**config.mk**
```make
export PLATFORM = sky130hd
export DESIGN_NAME = pulse_handshake_tx_flat
export DESIGN_NICKNAME = d
export VERILOG_FILES = /design/src/rtl/pulse_handshake_tx_if.sv /design/src/rtl/pulse_handshake_tx.sv /design/src/flat_wrapper.sv
export SDC_FILE = /design/constraint.sdc
export NUM_CORES = 1
export LEC_CHECK = 0
export ABC_CLOCK_PERIOD_IN_PS = 5500
export BUFFER_PORTS_ARGS = -buffer_cell sky130_fd_sc_hd__buf_4
export CAP_MARGIN = 20
export CORE_MARGIN = 4
export CORE_UTILIZATION = 35
export CTS_CLUSTER_DIAMETER = 150
export DETAILED_ROUTE_END_ITERATION = 8
export SLEW_MARGIN = 10
export SYNTH_ARGS = -nofsm -noshare
export SYNTH_HDL_FRONTEND = slang
export SYNTH_SLANG_ARGS = --single-unit
```
**constraint.sdc**
```tcl
create_clock -name outclk -period 5.5 [get_ports outclk]
set_input_delay 1.1 -clock outclk [delete_from_list [all_inputs] [get_ports outclk]]
set_output_delay 1.1 -clock outclk [all_outputs]
set_load 0.05 [all_outputs]
```
**src/rtl/pulse_handshake_tx_if.sv**
```systemverilog
// Handshake bundle between the outclk-domain event source and the
// pulse-to-4-phase transmitter.
interface pulse_handshake_tx_if #(
  parameter int PEND_W = 3
);
  logic              event_in;
  logic              ack_async;
  logic              clr_err;
  logic              req;
  logic              busy;
  logic [PEND_W-1:0] pending;
  logic              done;
  logic              overflow;
  logic              timeout_err;

  modport master (
    output event_in, ack_async, clr_err,
    input  req, busy, pending, done, overflow, timeout_err
  );

  modport slave (
    input  event_in, ack_async, clr_err,
    output req, busy, pending, done, overflow, timeout_err
  );
endinterface

```
**src/rtl/pulse_handshake_tx.sv**
```systemverilog
// Turns outclk-domain event pulses into 4-phase req/ack transfers,
// queueing events while a transfer is in flight.
module pulse_handshake_tx #(
  parameter int SYNC_STAGES    = 2,
  parameter int PEND_W         = 3,
  parameter int TIMEOUT_CYCLES = 1024
) (
  input logic                 outclk,
  input logic                 reset,
  pulse_handshake_tx_if.slave bus
);

  localparam logic [PEND_W-1:0] MAX_PEND = '1;
  localparam int TW =
    (TIMEOUT_CYCLES > 1) ? $clog2(TIMEOUT_CYCLES) : 1;
  localparam logic [TW-1:0] TLAST =
    TW'((TIMEOUT_CYCLES > 0) ? TIMEOUT_CYCLES - 1 : 0);

  typedef enum logic [1:0] {
    IDLE,
    REQ_HIGH,
    REQ_LOW
  } state_e;

  state_e                 state_q;
  logic [SYNC_STAGES-1:0] sync_q;
  logic [PEND_W-1:0]      pend_q;
  logic [PEND_W-1:0]      pend_d;
  logic [TW-1:0]          tcnt_q;
  logic                   req_q;
  logic                   done_q;
  logic                   ovf_q;
  logic                   terr_q;

  logic ack_sync;
  logic launch;
  logic inc;
  logic drop;
  logic tmo;

  assign ack_sync = sync_q[SYNC_STAGES-1];
  assign launch   = (state_q == IDLE) && (pend_q != '0)
                    && !ack_sync;
  // A launch on the same edge frees a slot, so no drop then.
  assign inc  = bus.event_in
                && ((pend_q != MAX_PEND) || launch);
  assign drop = bus.event_in && !inc;
  assign tmo  = (TIMEOUT_CYCLES != 0)
                && (state_q == REQ_HIGH)
                && !ack_sync && (tcnt_q == TLAST);

  always_comb begin
    pend_d = pend_q;
    if (inc && !launch) begin
      pend_d = pend_q + 1'b1;
    end else if (!inc && launch) begin
      pend_d = pend_q - 1'b1;
    end
  end

  always_ff @(posedge outclk) begin
    if (reset) begin
      state_q <= IDLE;
      sync_q  <= '0;
      pend_q  <= '0;
      tcnt_q  <= '0;
      req_q   <= 1'b0;
      done_q  <= 1'b0;
      ovf_q   <= 1'b0;
      terr_q  <= 1'b0;
    end else begin
      sync_q <= {sync_q[SYNC_STAGES-2:0], bus.ack_async};
      pend_q <= pend_d;
      done_q <= 1'b0;

      if (drop) begin
        ovf_q <= 1'b1;
      end else if (bus.clr_err) begin
        ovf_q <= 1'b0;
      end

      // A timeout below overrides this clear.
      if (bus.clr_err) begin
        terr_q <= 1'b0;
      end

      unique case (state_q)
        IDLE: begin
          if (launch) begin
            req_q   <= 1'b1;
            tcnt_q  <= '0;
            state_q <= REQ_HIGH;
          end
        end
        REQ_HIGH: begin
          if (ack_sync) begin
            req_q   <= 1'b0;
            state_q <= REQ_LOW;
          end else if (tmo) begin
            req_q   <= 1'b0;
            terr_q  <= 1'b1;
            state_q <= REQ_LOW;
          end else begin
            tcnt_q <= tcnt_q + 1'b1;
          end
        end
        REQ_LOW: begin
          if (!ack_sync) begin
            done_q  <= 1'b1;
            state_q <= IDLE;
          end
        end
        default: state_q <= IDLE;
      endcase
    end
  end

  assign bus.req         = req_q;
  assign bus.busy        = (state_q != IDLE);
  assign bus.pending     = pend_q;
  assign bus.done        = done_q;
  assign bus.overflow    = ovf_q;
  assign bus.timeout_err = terr_q;

endmodule

```
**src/flat_wrapper.sv**
```systemverilog
// flat-port wrapper written by rule: the top's interface ports become plain ports
module pulse_handshake_tx_flat 
#(
  parameter int SYNC_STAGES    = 2,
  parameter int PEND_W         = 3,
  parameter int TIMEOUT_CYCLES = 1024
)
  (outclk, reset, bus_event_in, bus_ack_async, bus_clr_err, bus_req, bus_busy, bus_pending, bus_done, bus_overflow, bus_timeout_err);
  pulse_handshake_tx_if #(.PEND_W(PEND_W)) bus_i ();
  input logic outclk;
  input logic reset;
  input wire logic [$bits(bus_i.event_in)-1:0] bus_event_in;
  input wire logic [$bits(bus_i.ack_async)-1:0] bus_ack_async;
  input wire logic [$bits(bus_i.clr_err)-1:0] bus_clr_err;
  output wire logic [$bits(bus_i.req)-1:0] bus_req;
  output wire logic [$bits(bus_i.busy)-1:0] bus_busy;
  output wire logic [$bits(bus_i.pending)-1:0] bus_pending;
  output wire logic [$bits(bus_i.done)-1:0] bus_done;
  output wire logic [$bits(bus_i.overflow)-1:0] bus_overflow;
  output wire logic [$bits(bus_i.timeout_err)-1:0] bus_timeout_err;
  assign bus_i.event_in = bus_event_in;
  assign bus_i.ack_async = bus_ack_async;
  assign bus_i.clr_err = bus_clr_err;
  assign bus_req = bus_i.req;
  assign bus_busy = bus_i.busy;
  assign bus_pending = bus_i.pending;
  assign bus_done = bus_i.done;
  assign bus_overflow = bus_i.overflow;
  assign bus_timeout_err = bus_i.timeout_err;
  pulse_handshake_tx #(.SYNC_STAGES(SYNC_STAGES), .PEND_W(PEND_W), .TIMEOUT_CYCLES(TIMEOUT_CYCLES)) u_core (.outclk(outclk), .reset(reset), .bus(bus_i));
endmodule
```
# [Word-level counts from Yosys, hierarchy flattened]
# Index checks and enable logic that the tools add are counted.
[word_totals] register_bits=21 input_bits=5 wordCells=65
[classes] add_sub_neg=3 n_eq_ne=9 mux=22 bitwise_logic=1 reduce_logical=22
[ops] op="two-way mux 10 bit" count=3
[ops] op="one-hot mux 10 bit (2 select lines)" count=1
[ops] op="adder 10 x 1 -> 10 bit, second input constant" count=1
[ops] op="equality test 10 bit, second input constant" count=1
[ops] op="two-way mux 1 bit" count=10
[ops] op="logical AND 1 bit" count=8
[ops] op="two-way mux 2 bit" count=4
[ops] op="nonzero test 2 bit" count=4
[ops] op="two-way mux 3 bit" count=2
[ops] op="inequality test 2 bit, second input constant" count=3
[ops] op="one-hot mux 2 bit (3 select lines)" count=1
[ops] op="AND reduction 3 bit" count=2
[ops] op="AND reduction 4 bit" count=1
[ops] op="adder 3 x 1 -> 3 bit, second input constant" count=1
[ops] op="zero test 1 bit" count=3
[ops] op="inequality test 3 x 1 -> 1 bit, second input constant" count=1
[ops] op="inequality test 3 bit, second input constant" count=1
[ops] op="nonzero test 3 bit" count=1
[ops] op="subtractor 3 x 1 -> 3 bit, second input constant" count=1
[ops] op="equality test 2 x 1 -> 1 bit, second input constant" count=1
[ops] op="equality test 2 bit, second input constant" count=1
[ops] op="zero test 2 bit" count=1
[ops] op="inequality test 2 x 1 -> 1 bit, second input constant" count=1
[ops] op="one-hot mux 1 bit (2 select lines)" count=1
[ops] op="3 further kinds" count=3

# [Logic depth before layout (Yosys ltp)]
[depth] word_depth=9 mapped_depth=9 depth_no_buf=9

# [Worst setup path after synthesis]
# No wires, ideal clock.
[synth_timing] kind="input port to flip-flop" from="in bus_event_in" to="reg u_core.pend_q[2] (netlist: u_core.bus.pending[2])" setup_ns=0.071 arrival_ns=2.369 setup_slack_ns=3.060 cell_stages=7 path_cell_list="nor2b_1 > ha_1 > inv_1 > fa_1 > xor2_1 > or3_1 > a21oi_1"
[synth_via] elab_chain_len=4
[synth_rtl] item="start, declared" line="flat_wrapper.sv:12" source="input wire logic [$bits(bus_i.event_in)-1:0] bus_event_in;"
[synth_rtl] item="logical AND 1 bit *" line="pulse_handshake_tx.sv:46" source="&& ((pend_q != MAX_PEND) || launch);"
[synth_rtl] item="zero test 1 bit" line="pulse_handshake_tx.sv:56" source="end else if (!inc && launch) begin"
[synth_rtl] item="logical AND 1 bit" line="pulse_handshake_tx.sv:56"
[synth_rtl] item="nonzero test 2 bit (no line)"
[synth_rtl] item="end signal, assigned" line="pulse_handshake_tx.sv:73" source="pend_q <= pend_d;"
[synth_rtl] item="end, declared" line="pulse_handshake_tx.sv:27" source="logic [PEND_W-1:0] pend_q;"
# Every way passes the cells marked *; elsewhere a longest branch is shown, timed or not.
# A chain may end at the register's enable or synchronous reset.

# [Worst setup path in the final report]
[layout_timing] from="reg u_core.state_q[0]" to="reg u_core.pend_q[2] (netlist: u_core.bus.pending[2])"
[layout_via] elab_chain_len=8
[layout_rtl] item="start, declared" line="pulse_handshake_tx.sv:25" source="state_e state_q;"
[layout_rtl] item="start signal, assigned" line="pulse_handshake_tx.sv:63" source="state_q <= IDLE;"
[layout_rtl] item="start signal, assigned" line="pulse_handshake_tx.sv:92" source="state_q <= REQ_HIGH;"
[layout_rtl] item="start signal, assigned" line="pulse_handshake_tx.sv:98" source="state_q <= REQ_LOW;"
[layout_rtl] item="zero test 2 bit *" line="pulse_handshake_tx.sv:42" source="assign launch = (state_q == IDLE) && (pend_q != '0)"
[layout_rtl] item="logical AND 1 bit *" line="pulse_handshake_tx.sv:42"
[layout_rtl] item="logical AND 1 bit *" line="pulse_handshake_tx.sv:43" source="&& !ack_sync;"
[layout_rtl] item="logical OR 1 bit" line="pulse_handshake_tx.sv:46"
[layout_rtl] item="logical AND 1 bit" line="pulse_handshake_tx.sv:46"
[layout_rtl] item="zero test 1 bit" line="pulse_handshake_tx.sv:56"
[layout_rtl] item="logical AND 1 bit" line="pulse_handshake_tx.sv:56"
[layout_rtl] item="nonzero test 2 bit (no line)"
# Marks and branches as above.

==> results summary <==
The die covers 0.00388 mm². The count of state elements after synthesis came out at 21. The largest clock skew in the final design is 0.00983 ns. The number of nets at the end of the flow is 132. For this run, the number of Yosys warnings is 0. For the worst setup path, the data arrival time is 2.58 ns. Along the worst path, the maximum fanout reaches 8.

Among all flip-flop cells after synthesis, the most frequent one is dfxtp_1. The final count of hold timing violations came out at 0. The class of the worst hold path is flip-flop to flip-flop.

The total design power came out at 462 µW. The synthesized area per cell came out at 9.37 µm². Entering global routing, the biggest net connects 19 pins. The growth of design area from synthesis to finish came out at 12.5%. For this block, the routed nets add up to 1.97 mm of wire. The die boundary width came out at 62.3 µm. The share of total power in combinational logic is 42.1%. The async set or reset register ratio after synthesis came out at 0%. By area the synthesized netlist is led by dfxtp_1, a21oi_1, nor2b_1.

The clock period minus worst slack is 2.34 ns. The total I/O pin count is 13. The total CTS buffers is 3. Counting along the longest clock path gives a buffer depth of 2. The routed layout has 853 vias.

The cell count after synthesis is 110. The share of the yosys chip area belonging to registers is 40.8%. The number of clock sinks came out at 21. The actual slew at the worst max-slew pin came out at 0.656 ns. The CTS tree is done. The overall track demand over capacity in global routing is 10.8%. Routability-driven placement finished with a final weighted congestion of 0.725.

Setup violations remaining at the end of the flow were counted as 0. The total negative setup slack came out at 0 ns. Sequential cells burn 41.6% of the power.

The type of origin of the critical path is a flip-flop. The worst setup path is of the flip-flop to flip-flop kind. In this run the power spent charging and discharging nets is 196 µW.

Setup repair after global routing left no endpoint under its margin. The worst hold margin is 0.450 ns. The clock transition at the register clock pins on the worst setup and hold paths after CTS is 0.11 ns. The total of hold buffers inserted after clock tree synthesis came out at 0. The share of layout cells above drive strength 1 is 18.7%. Timing would allow up to 427 MHz.

The internal power came out at 266 µW. The number of different library cells used by synthesis comes to 36. After detailed routing, the number of vias per cell comes to 5.54. dfxtp_1 is the most common cell in the netlist. Dividing the detail-routed wire length by the instance count gives 12.8 µm.

The count of antenna-violating nets left after detailed routing is 0. The violation count after the first detailed-route iteration came out at 44. The root buffer cell chosen for the clock tree is clkbuf_4. The initial antenna violation count came out at 0.

The first detailed-routing pass took 4 iterations. The run finished with clean final reports. In this run the tightest slew margin relative to its limit is 56.3%. In this run the standard cell core region covers 0.00278 mm². After layout, the worst path uses 42.6% of the clock period. The filler cells instantiated in the layout total 283. The wire length of the first global-routing pass came out at 3.53 mm. The required time reported for the critical path endpoint came out at 5.74 ns.

The commonest cells after synthesis are dfxtp_1, a21oi_1, nor2b_1. After detailed routing, the number of remaining DRC violations is 0. The starting density of the core came out at 37.1%. The fraction of power consumed by the clock network came out at 16.3%.

The half-perimeter wire length after detailed placement is 1.41 mm. At the later pin of the worst-skew pair, clock insertion delay measures 0.31 ns. The synthesized design spends more area on one cell type than any other, namely dfxtp_1. The number of enable flip-flop cells after synthesis is 0. The type of element capturing the critical path is a flip-flop. The number of diodes is 0.

The share of Yosys cell area claimed by the top area cell type came out at 40.8%. Of the total power, the share spent switching nets is 42.4%. The worst ir drop on vdd came out at 0.270 mV. The number of H-tree branching levels is 1. The count of input and output buffers came out at 12.

In this run the power density over the cells is 399 mW/mm². The number of global-route vias before repair was 786. The number of nets in the synthesized netlist came out at 118. The post-cts sizing count came out at 0. The vertical die dimension came out at 62.3 µm. After floorplanning, the core was divided into 19 placement rows. The number of pins with negative max-slew slack in the final report is 0. In this run the cell area of the synthesized design comes to 0.00103 mm². The number of maximum-capacitance violations came out at 0.

The sum of overflow across all layers after global routing came out at 0. The post-CTS setup-driven buffer insertion count came out at 0. The leakage power came out at 0.000406 µW.
==> state kept, by name, indices dropped and copies added, names as in the netlist <==
register and count:
u_core.tcnt_q 10, u_core.bus.pending 3, u_core.state_q 2, u_core.sync_q 2, u_core.bus.done 1, u_core.bus.overflow 1, u_core.bus.req 1, u_core.bus.timeout_err 1
==> area by class of cell <==
cell class / instances / area (µm²) / share of cell area (%)
clock buffer: 4 / 26.3 / 2.27
tap: 31 / 38.8 / 3.34
multi-input combinational: 84 / 577 / 49.7
inverter: 2 / 7.51 / 0.647
sequential: 21 / 420 / 36.2
timing repair buffer: 12 / 90.1 / 7.77
==> metrics by stage <==
step | worst slack (ns) | utilization (%) | area, µm² | std cells
2_1_floorplan | 3.06 | - | 1030 | 110
3_3_place_gp | 2.95 | 40.8 | 1130 | 150
3_5_place_dp | 2.88 | 40.8 | 1130 | 150
4_1_cts | 3.15 | 41.7 | 1160 | 154
5_1_grt | 2.95 | 41.7 | 1160 | 154
6_report | 3.16 | 41.7 | 1160 | 154
==> kinds of logic (layout without fill, tap and decap cells) <==
| logic type | Yosys count | in the layout | synth area share, % |
|---|---|---|---|
| compound gates | 29 | 29 | 18.1 |
| xor+xnor | 2 | 2 | 1.70 |
| fa+ha+maj | 3 | 3 | 4.37 |
| buf+inv | 5 | 18 | 3.28 |
| flops | 21 | 21 | 40.8 |
| mux | 2 | 2 | 1.94 |
| simple gates | 48 | 48 | 29.9 |
==> power groups by stage <==
stage          clock, µW  combinational (µW)  sequential (µW)
2_1_floorplan          0                 123              228
3_3_place_gp           0                 196              195
3_5_place_dp           0                 196              196
4_1_cts             79.0                 197              193
5_1_grt             84.1                 214              198
6_report            75.2                 195              192
==> routing by layer <==
metal  vias to the layer above  wire length [µm]  track usage, %
li1                        446                 -               -
met3                         4                68            2.70
met5                         -                 0               0
met2                        15               879            17.5
met4                         0                33            3.98
met1                       388               987            13.8
==> final timing paths <==
check | start | endpoint | slack (ns) | cells past startpoint
max | u_core.state_q[0] | u_core.bus.pending[2] | 3.16 | 9
min | u_core.sync_q[0] | u_core.sync_q[1] | 0.45 | 1
max reg2reg | u_core.state_q[0] | u_core.bus.pending[2] | 3.16 | 9
min reg2reg | u_core.sync_q[0] | u_core.sync_q[1] | 0.45 | 1
==> critical path: stages (launching register included) <==
cell,delay [ns]
dfxtp_1,0.40
nor3_1,0.39
nor2_1,0.12
nor2b_1,0.15
ha_1,0.19
inv_1,0.06
fa_1,0.37
xor2_1,0.15
or3_1,0.30
a21oi_1,0.15
==> placed cells by master, fill, tap and decap left out, types with 3 or more instances in the layout <==
cell type / count
dfxtp_1: 21
nand4_1: 4
nand2b_1: 3
nor3_1: 3
buf_4: 12
or4_1: 5
nor2_1: 5
a21oi_1: 13
nand2_1: 5
o31ai_1: 5
nand3_1: 4
clkbuf_4: 3
nor2b_1: 6
(Power assumes the default switching activity.)
